**config.mk**
```make
export PLATFORM = sky130hd
export DESIGN_NAME = traffic_ctrl_fsm
export DESIGN_NICKNAME = d
export VERILOG_FILES = /design/src/rtl/traffic_ctrl_fsm.sv
export SDC_FILE = /design/constraint.sdc
export NUM_CORES = 1
export LEC_CHECK = 0
export CAP_MARGIN = 20
export CORE_MARGIN = 3
export CORE_UTILIZATION = 52
export CTS_CLUSTER_SIZE = 20
export DETAILED_ROUTE_END_ITERATION = 16
export PLACE_DENSITY = 0.84
export SETUP_SLACK_MARGIN = 0.4
export SLEW_MARGIN = 20
export SYNTH_ARGS = -nofsm -noshare
export SYNTH_HDL_FRONTEND = slang
export SYNTH_SLANG_ARGS = --single-unit
```
**constraint.sdc**
```tcl
create_clock -name MCLK -period 2.6 [get_ports MCLK]
set_input_delay 0.52 -clock MCLK [delete_from_list [all_inputs] [get_ports MCLK]]
set_output_delay 0.52 -clock MCLK [all_outputs]
set_load 0.05 [all_outputs]
```
**src/rtl/traffic_ctrl_fsm.sv**
```systemverilog
// rtl/traffic_ctrl_fsm.sv - highway/farm intersection phase sequencer with dwell timer and request-clear pulses
// Optional night-flash phase is compiled in with TRAFFIC_FLASH_EN.
module traffic_ctrl_fsm #(
   parameter int HG_MIN   = 16,
   parameter int FG_MIN   = 4,
   parameter int FG_MAX   = 12,
   parameter int YEL_T    = 3,
   parameter int ALLRED_T = 2,
   parameter int FLASH_T  = 8,
   parameter int CNT_W    = 8
) (
   input  logic       MCLK,
   input  logic       RESET,
   input  logic       FS_REQ,
   input  logic       HS_REQ,
   input  logic       FLASH,
   output logic [2:0] HL,
   output logic [2:0] FL,
   output logic       FLEFT,
   output logic       HLEFT
);

   typedef enum logic [2:0] {
      S_HG   = 3'd0,
      S_HY   = 3'd1,
      S_AR1  = 3'd2,
      S_FG   = 3'd3,
      S_FY   = 3'd4,
      S_AR2  = 3'd5,
      S_FLSH = 3'd6
   } state_t;

   localparam logic [2:0] LAMP_R = 3'b100;
   localparam logic [2:0] LAMP_Y = 3'b010;
   localparam logic [2:0] LAMP_G = 3'b001;

   localparam logic [CNT_W-1:0] HG_LAST  = CNT_W'(HG_MIN - 1);
   localparam logic [CNT_W-1:0] FGN_LAST = CNT_W'(FG_MIN - 1);
   localparam logic [CNT_W-1:0] FGX_LAST = CNT_W'(FG_MAX - 1);
   localparam logic [CNT_W-1:0] YEL_LAST = CNT_W'(YEL_T - 1);
   localparam logic [CNT_W-1:0] AR_LAST  = CNT_W'(ALLRED_T - 1);
   localparam logic [CNT_W-1:0] TMAX     = '1;

   state_t           state;
   state_t           next;
   logic [CNT_W-1:0] timer;

`ifdef TRAFFIC_FLASH_EN
   localparam logic [CNT_W-1:0] FLASH_LAST = CNT_W'(FLASH_T - 1);
   logic [CNT_W-1:0] flash_cnt;
   logic             flash_on;

   // Toggle restarts "on" at every FLSH entry so the first half-period is always lit.
   always_ff @(posedge MCLK or posedge RESET) begin
      if (RESET) begin
         flash_cnt <= '0;
         flash_on  <= 1'b1;
      end else if (state != S_FLSH) begin
         flash_cnt <= '0;
         flash_on  <= 1'b1;
      end else if (flash_cnt == FLASH_LAST) begin
         flash_cnt <= '0;
         flash_on  <= ~flash_on;
      end else begin
         flash_cnt <= flash_cnt + 1'b1;
      end
   end
`else
   logic unused_flash;
   assign unused_flash = FLASH;
`endif

   always_ff @(posedge MCLK or posedge RESET) begin
      if (RESET) begin
         state <= S_HG;
         timer <= '0;
         FLEFT <= 1'b0;
         HLEFT <= 1'b0;
      end else begin
         state <= next;
         if (next != state)
            timer <= '0;
         else if (timer != TMAX)
            timer <= timer + 1'b1;
         FLEFT <= (next == S_FG) && (state != S_FG);
         HLEFT <= (next == S_HG) && (state == S_AR2);
      end
   end

   always_comb begin
      next = state;
      case (state)
         S_HG: begin
`ifdef TRAFFIC_FLASH_EN
            if (timer >= HG_LAST && (FLASH || FS_REQ))
               next = S_HY;
`else
            if (timer >= HG_LAST && FS_REQ)
               next = S_HY;
`endif
         end
         S_HY: begin
            if (timer == YEL_LAST) begin
`ifdef TRAFFIC_FLASH_EN
               next = FLASH ? S_FLSH : S_AR1;
`else
               next = S_AR1;
`endif
            end
         end
         S_AR1: if (timer == AR_LAST) next = S_FG;
         S_FG:  if ((timer >= FGN_LAST && HS_REQ) || timer == FGX_LAST) next = S_FY;
         S_FY:  if (timer == YEL_LAST) next = S_AR2;
         S_AR2: if (timer == AR_LAST) next = S_HG;
`ifdef TRAFFIC_FLASH_EN
         S_FLSH: if (!FLASH) next = S_AR2;
`endif
         default: next = S_HG;
      endcase
   end

   always_comb begin
      HL = LAMP_R;
      FL = LAMP_R;
      case (state)
         S_HG: HL = LAMP_G;
         S_HY: HL = LAMP_Y;
         S_FG: FL = LAMP_G;
         S_FY: FL = LAMP_Y;
`ifdef TRAFFIC_FLASH_EN
         S_FLSH: begin
            HL = flash_on ? LAMP_Y : 3'b000;
            FL = flash_on ? LAMP_R : 3'b000;
         end
`endif
         default: ;
      endcase
   end

endmodule

```
==> impl_metrics.csv, run 1 <==
group,metric,value,unit
pwr,power_report.internal_total,578,uW
detailed_routing,ant_nets,0,
sta,worst_hold_slack,0.541,ns
cts,clock_insertion_delay_at_the_later_pin_of_the_skew_report,0.29,ns
logic_synthesis,synthesis.area,913,sq um
setup_path,critical_path.endpoint_type,"register",
global_routing,grt_pass1_wl,2980,microns
logic_synthesis,synth.yosys.seq_area_share,0.356,
pwr,net_switching_power_figure,602,uW
global_routing,grt_pass1_vias,609,
sta,final_max_slew_viol_count,0,
cells_and_area,final_common_cell,"sky130_fd_sc_hd__nor2_1",
cts,clock_tree_from_tritoncts,"done",
pwr,combPwrFrac,0.618,
setup_path,timing.critical_path.cells,"or4_4 > a311o_1 > a32oi_4 > a41oi_4 > a311oi_2",
sta,period_needed,2.19,ns
pwr,worst_ir_drop_vdd,0.755,mV
sta,finalSetupViolations,0,
logic_synthesis,ys.warnings.count,0,
sta,timing.fmax,458,MHz
placement,detailed_place_hpwl,1410,microns
detailed_routing,drt_pre_antenna_iters,4,
setup_path,slowest_stage,"sky130_fd_sc_hd__or4_4",
cts,numCtsBuffers,3,
die,start_util,0.579,
setup_path,start_kind,"register",
sta,maxSlewHeadroom,0.672,
cells_and_area,area_growth,18.1,%
logic_synthesis,synth.area.mux_share,0.0110,
cts,clock-sinks,13,
detailed_routing,totalWireLength,1900,microns
detailed_routing,initialDrtViolationCount,27,
logic_synthesis,post_synth_xor_area_fraction,0.00959,
pwr,power.share.switching,0.510,
logic_synthesis,synth_seq_cells,13,
cells_and_area,layout-drive-gt1-share,0.259,
logic_synthesis,post_synth_fa_ha_maj_area_fraction,0.0411,
hold_path,timing.hold.worst.class,"input pin to asynchronous set/reset pin",
placement,placement.cell_area,1030,sq um
setup_path,crit_path_max_fanout,8,
setup_path,worst_ep_arrival,2.38,ns
cells_and_area,num-fill-cells,128,
die,coreArea,1580,sq um
sta,final.period_utilization,0.841,
sta,rsz_0062_raised_after_global_routing,"true",
sta,max_slew.worst_pin.slew,0.490,ns
run,maxCapViolations,0,
cells_and_area,final_area,1080,sq um
global_routing,grt-ovfl-total,0,
cells_and_area,final_cell_mix,"12 x sky130_fd_sc_hd__nor2_1, 10 x sky130_fd_sc_hd__dfrtp_1, 9 x sky130_fd_sc_hd__buf_4",
cts,cts.clk_slew.worst_paths,0.09,ns
cts,cts_root_buf,"sky130_fd_sc_hd__clkbuf_4",
detailed_routing,wl_per_cell,14.4,microns
placement,place_congestion,0.896,
cts,ctsHtreeMaxLevel,1,
pwr,powerDensity,1090,nW/um^2
cells_and_area,utilization,0.684,
logic_synthesis,syn-mean-instance-area,8.78,sq um
placement,dpl_worst_slack,0.240,ns
pwr,pwr-share-clk,0.111,
setup_path,timing_worst_setup_path_type,"register to register",
cells_and_area,antenna_cells_inserted,0,
logic_synthesis,synth_top_family_by_area,"simple AND/OR/NAND/NOR gates",
pwr,share_seq_of_total_power,0.270,
global_routing,grt_antenna_before_repair,0,
setup_path,r2r_setup_slack,0.41,ns
detailed_routing,average_vias_per_placed_instance,6.17,
global_routing,grtUsageTotal,0.192,
logic_synthesis,synth_compound_area_frac,0.233,
sta,final.setup.worst_slack,0.414,ns
sta,finalHoldViolations,0,
logic_synthesis,syn-instance-count,104,
die,floorplan.die.height,47.9,microns
logic_synthesis,postSynthNetCount,112,
die,fp-row-count,14,
setup_path,worst_path_max_stage_delay,0.57,ns
sta,worst_clock_skew,0.00392,ns
global_routing,grt_start_max_net_pins,14,
pwr,leakagePower,0.000438,uW
detailed_routing,number_of_design_rule_violations_left_after_detail_routing,0,
cells_and_area,final_nets,125,
die,die-area,2300,sq um
die,chipWidth,47.9,microns
outcome,outcome,"finished clean",
cts,ctsLongestPathBuffers,2,
setup_path,worst_r2r_startpoint,"timer[4]$_DFFE_PP0P_",
logic_synthesis,yosys.area_share.simple,0.286,
detailed_routing,dr_total_vias,815,
placement,portBuffers,11,
setup_path,critPathLaunch,"timer[4]$_DFFE_PP0P_",
setup_path,crit_required,2.79,ns
logic_synthesis,synth_cell_types,36,
die,floorplan.io_pins,13,
sta,timing.setup.tns,0,ns
## cells in the mapped netlist
| master | instances | share of area |
|---|---|---|
| sky130_fd_sc_hd__nor4_1 | 2 | 0.014 |
| sky130_fd_sc_hd__nor4b_1 | 1 | 0.0096 |
| sky130_fd_sc_hd__nor3_1 | 2 | 0.011 |
| sky130_fd_sc_hd__a31oi_1 | 3 | 0.021 |
| sky130_fd_sc_hd__dfrtp_1 | 13 | 0.36 |
| sky130_fd_sc_hd__a211oi_1 | 2 | 0.016 |
| sky130_fd_sc_hd__o21ai_0 | 4 | 0.022 |
| sky130_fd_sc_hd__a2111oi_0 | 1 | 0.0096 |
| sky130_fd_sc_hd__o31ai_1 | 1 | 0.0082 |
| sky130_fd_sc_hd__o31a_1 | 2 | 0.019 |
| sky130_fd_sc_hd__nand2b_1 | 5 | 0.034 |
| sky130_fd_sc_hd__a41oi_4 | 1 | 0.030 |
| sky130_fd_sc_hd__or4_1 | 1 | 0.0082 |
| sky130_fd_sc_hd__or3b_2 | 1 | 0.0096 |
| sky130_fd_sc_hd__xnor2_1 | 1 | 0.0096 |
| sky130_fd_sc_hd__o32ai_2 | 1 | 0.018 |
| sky130_fd_sc_hd__nor2_1 | 14 | 0.058 |
| sky130_fd_sc_hd__and4b_1 | 1 | 0.011 |
| sky130_fd_sc_hd__o21bai_1 | 1 | 0.0082 |
| sky130_fd_sc_hd__a311o_1 | 1 | 0.011 |
| sky130_fd_sc_hd__nor3_2 | 1 | 0.011 |
| sky130_fd_sc_hd__ha_1 | 3 | 0.041 |
| sky130_fd_sc_hd__o22ai_1 | 1 | 0.0069 |
| sky130_fd_sc_hd__a21oi_1 | 3 | 0.016 |
| sky130_fd_sc_hd__nand3b_1 | 3 | 0.025 |
| sky130_fd_sc_hd__nor3b_1 | 1 | 0.0082 |
| sky130_fd_sc_hd__nand3_1 | 6 | 0.033 |
| sky130_fd_sc_hd__a311oi_2 | 1 | 0.016 |
| sky130_fd_sc_hd__nand2_1 | 5 | 0.021 |
| sky130_fd_sc_hd__clkbuf_1 | 6 | 0.025 |
| sky130_fd_sc_hd__a32oi_4 | 1 | 0.030 |
| sky130_fd_sc_hd__or2_2 | 2 | 0.014 |
| sky130_fd_sc_hd__buf_2 | 1 | 0.0055 |
| sky130_fd_sc_hd__and3_1 | 3 | 0.021 |
| sky130_fd_sc_hd__mux2i_1 | 1 | 0.011 |
| sky130_fd_sc_hd__inv_1 | 8 | 0.033 |
## power by group through the flow
stage	combinational, uW	sequential, uW	clock (uW)
global route	792	329	150
global placement	725	314	0
floorplan	583	292	0
detailed placement	737	319	0
CTS	733	315	140
finish	730	319	131
## cells by family (layout without fill, tap and decap cells)
logic type                 after synthesis  after routing
buffers and inverters                   15             27
DFF                                     13             13
AOI/OAI and AO/OA                       23             23
and+or+nand+nor                         48             48
muxes                                    1              1
adders and majority gates                3              3
xor gates and xnor gates                 1              1
## cell type report
cell class                      count  area, sq um  share of cell area
Clock buffer                        3         22.5              0.0209
Multi-Input combinational cell     76          542               0.502
Timing Repair Buffer               15          126               0.117
Tap cell                           16         20.0              0.0186
Inverter                            8         33.8              0.0313
Sequential cell                    13          329               0.305
Clock inverter                      1         5.00             0.00464
## metrics by stage
stage / std cells / power [uW]
2_1_floorplan: 104 / 876
3_3_place_gp: 126 / 1040
3_5_place_dp: 126 / 1060
4_1_cts: 130 / 1190
5_1_grt: 132 / 1270
6_report: 132 / 1180
## sequential cells by signal, indices dropped and copies added, names as in the netlist
name and count:
timer 8, FLEFT 1, state 3, HLEFT 1
## layer usage
| metal | up-vias | global-route usage | share of wire |
|---|---|---|---|
| li1 | 396 | - | - |
| met2 | 24 | 0.280 | 0.51 |
| met4 | 0 | 0.113 | 0.022 |
| met1 | 391 | 0.264 | 0.42 |
| met3 | 4 | 0.0338 | 0.046 |
| met5 | - | 0 | 0 |
## worst max-delay path: cells and delay by family (launching register included)
family,cells,cell delay [ns]
AO/OA/AOI/OAI,4,1.09
flip-flops,1,0.44
AND/OR/NAND/NOR,1,0.57
## repair_timing
| item | CTS | global route |
|---|---|---|
| hold buffers | 0 | 0 |
| pin swaps | 1 | 2 |
| setup buffers | 0 | 2 |
| endpoints found under the setup margin | 9 | 11 |
| gates resized for setup | 3 | 3 |
## path summary, 6_finish.rpt
path | endpoint | cells after the start
hold reg to reg | state[1]$_DFF_PP0_ | 2
hold / removal | state[2]$_DFF_PP0_ | 2
min in group MCLK | state[1]$_DFF_PP0_ | 2
max in group asynchronous | timer[0]$_DFFE_PP0P_ | 2
setup reg to reg | timer[6]$_DFFE_PP0P_ | 5
setup / recovery | timer[6]$_DFFE_PP0P_ | 5
No activity file was read; power rests on OpenSTA's default activity.
==> run 2, diff against run 1 <==
clock period = 2.25 ns   (was 2.6 ns; I/O delays follow)
==> run 2 against run 1 <==
Compared with the run above:
- clock power increased by 23%
- worst hold slack worse by 0.066 ns
- setup slack worse by 0.32 ns
- first-iteration DRC count is 81% higher
- count of clock-buffer cells in the layout did not move
- utilization increased by 19 points
- non-clock buffer count grew 17
- via count increased by 21%
- combinational power up 97%
- sequential cell count did not move
==> impl_metrics.csv, run 2 (same netlist as run 1, synthesis figures left out) <==
group,metric,value,unit
detailed_routing,initialDrtViolationCount,49,
setup_path,reg2reg_depth,6,
cells_and_area,regMostFlops,"timer",
placement,placedCellCount,131,
setup_path,cp.buffers_inverters,1,
sta,worst_clock_skew,0.00178,ns
cells_and_area,antenna_cells_inserted,0,
setup_path,critical_path.endpoint_type,"register",
sta,final.setup.worst_slack,0.0968,ns
pwr,leakagePower,0.000581,uW
setup_path,path_delay_family,"compound AO/OA/AOI/OAI gates",
cells_and_area,multi_input_comb_area,624,sq um
run,maxCapViolations,0,
detailed_routing,average_vias_per_placed_instance,6.62,
global_routing,grt_pass1_wl,4850,microns
setup_path,timing.critical_path.cells,"or4_4 > a311o_1 > a32oi_4 > a41oi_4 > buf_12 > a211oi_2",
cells_and_area,final_area,1380,sq um
placement,detailed_place_hpwl,1640,microns
detailed_routing,number_of_design_rule_violations_left_after_detail_routing,0,
cts,clock-sinks,13,
sta,maxSlewHeadroom,0.672,
detailed_routing,drt_pre_antenna_iters,4,
cts,total_of_hold_buffers_inserted_after_clock_tree_synthesis,0,
cts,cts_root_buf,"sky130_fd_sc_hd__clkbuf_4",
cells_and_area,area_growth,50.7,%
sta,final.period_utilization,0.957,
cells_and_area,layout-drive-gt1-share,0.459,
die,die-area,2300,sq um
detailed_routing,totalWireLength,3150,microns
global_routing,grt_antenna_before_repair,0,
cts,cts.clk_slew.worst_paths,0.09,ns
setup_path,worst_path_max_stage_delay,0.61,ns
cts,numCtsBuffers,3,
placement,dpl_worst_slack,-0.0116,ns
sta,timing.setup.tns,0,ns
cells_and_area,largest_registers_ranked_by_flip_flop_count,"timer x8, state x3",
cells_and_area,largest_reg_flops,8,
cells_and_area,fin_cells,149,
global_routing,grt_start_max_net_pins,14,
detailed_routing,dr_total_vias,987,
die,floorplan.die.height,47.9,microns
sta,rsz_0062_raised_after_global_routing,"true",
cts,clock_tree_from_tritoncts,"done",
cells_and_area,num-fill-cells,82,
cells_and_area,final_nets,142,
global_routing,grt_pass1_vias,975,
cells_and_area,sequential_cell_area,327,sq um
setup_path,crit_path_max_fanout,6,
die,start_util,0.579,
die,chipWidth,47.9,microns
global_routing,grtUsageTotal,0.311,
placement,place_congestion,0.839,
setup_path,worst_r2r_startpoint,"timer[4]$_DFFE_PP0P_",
sta,timing.fmax,464,MHz
sta,final_max_slew_viol_count,0,
cts,clock_insertion_delay_at_the_later_pin_of_the_skew_report,0.30,ns
detailed_routing,wl_per_cell,21.1,microns
setup_path,start_kind,"register",
cells_and_area,final_cell_mix,"18 x sky130_fd_sc_hd__buf_4, 12 x sky130_fd_sc_hd__dfrtp_1, 9 x sky130_fd_sc_hd__nor2_1",
die,floorplan.io_pins,13,
sta,period_needed,2.15,ns
hold_path,timing.hold.worst.class,"input pin to asynchronous set/reset pin",
outcome,outcome,"finished clean",
setup_path,crit_required,2.47,ns
cells_and_area,final_common_cell,"sky130_fd_sc_hd__buf_4",
sta,finalSetupViolations,0,
global_routing,grt-ovfl-total,0,
pwr,worst_ir_drop_vdd,0.969,mV
die,fp-row-count,14,
detailed_routing,ant_nets,0,
placement,portBuffers,11,
pwr,powerDensity,1420,nW/um^2
setup_path,r2r_setup_slack,0.1,ns
die,coreArea,1580,sq um
sta,max_slew.worst_pin.slew,0.479,ns
placement,placement.cell_area,1140,sq um
cts,ctsLongestPathBuffers,2,
setup_path,r2r-end,"timer[5]$_DFFE_PP0P_",
setup_path,timing_worst_setup_path_type,"register to register",
cts,ctsHtreeMaxLevel,1,
setup_path,slowest_stage,"sky130_fd_sc_hd__or4_4",
sta,finalHoldViolations,0,
setup_path,worst_ep_arrival,2.37,ns
[run 2: power breakdown]
group / leakage [uW] / internal [uW] / switching (uW)
logic: 0.000390 / 664 / 773
clock network: 0.0000177 / 66.4 / 94.9
registers: 0.000174 / 289 / 63.3
total: 0.000581 / 1020 / 931
[run 2: worst max-delay path by stage]
stage | startpoint | to | slack, ns | cells after the start
6_report | timer[4]$_DFFE_PP0P_ | timer[5]$_DFFE_PP0P_ | 0.1 | 6
5_1_grt | timer[4]$_DFFE_PP0P_ | timer[5]$_DFFE_PP0P_ | 0.06 | 6
4_1_cts | timer[4]$_DFFE_PP0P_ | timer[5]$_DFFE_PP0P_ | 0.15 | 6
3_5_place_dp | FS_REQ | timer[5]$_DFFE_PP0P_ | -0.01 | 6
3_3_place_gp | timer[7]$_DFFE_PP0P_ | timer[6]$_DFFE_PP0P_ | 0.08 | 5
2_1_floorplan | timer[7]$_DFFE_PP0P_ | timer[6]$_DFFE_PP0P_ | 0.21 | 6
[run 2: area by class of cell]
class / instances / area share
Inverter: 8 / 0.0282
Sequential cell: 13 / 0.237
Multi-Input combinational cell: 76 / 0.454
Timing Repair Buffer: 32 / 0.246
Clock inverter: 1 / 0.00364
Tap cell: 16 / 0.0145
Clock buffer: 3 / 0.0164
[run 2: what timing repair did]
action / 4_1_cts / 5_1_grt
resized for setup: 19 / 7
endpoints found under the setup margin: 16 / 17
buffers inserted: 11 / 3
pin swaps: 7 / 3
[run 2: worst register-to-register path, delay by kind of cell, from the launching register on]
family                 cells  cell delay (ns)
DFF                        1             0.39
and+or+nand+nor            1             0.61
AOI/OAI and AO/OA          4             0.89
buffers and inverters      1             0.17
[run 2: layer usage]
metal / routed length (microns) / global-route usage / vias to the layer above
met1: 1170 / 0.325 / 477
li1: - / - / 431
met5: 0 / 0 / -
met3: 174 / 0.0789 / 20
met2: 1650 / 0.559 / 59
met4: 155 / 0.172 / 0
[run 2: metrics by stage]
step                total power [uW]  utilization  hold slack, ns
finish                          1950        0.873           0.475
global route                    2030        0.873           0.503
CTS                             1810        0.843           0.492
detailed placement              1400        0.725           0.600
global placement                1370        0.725           0.596
floorplan                       1060            -           0.327
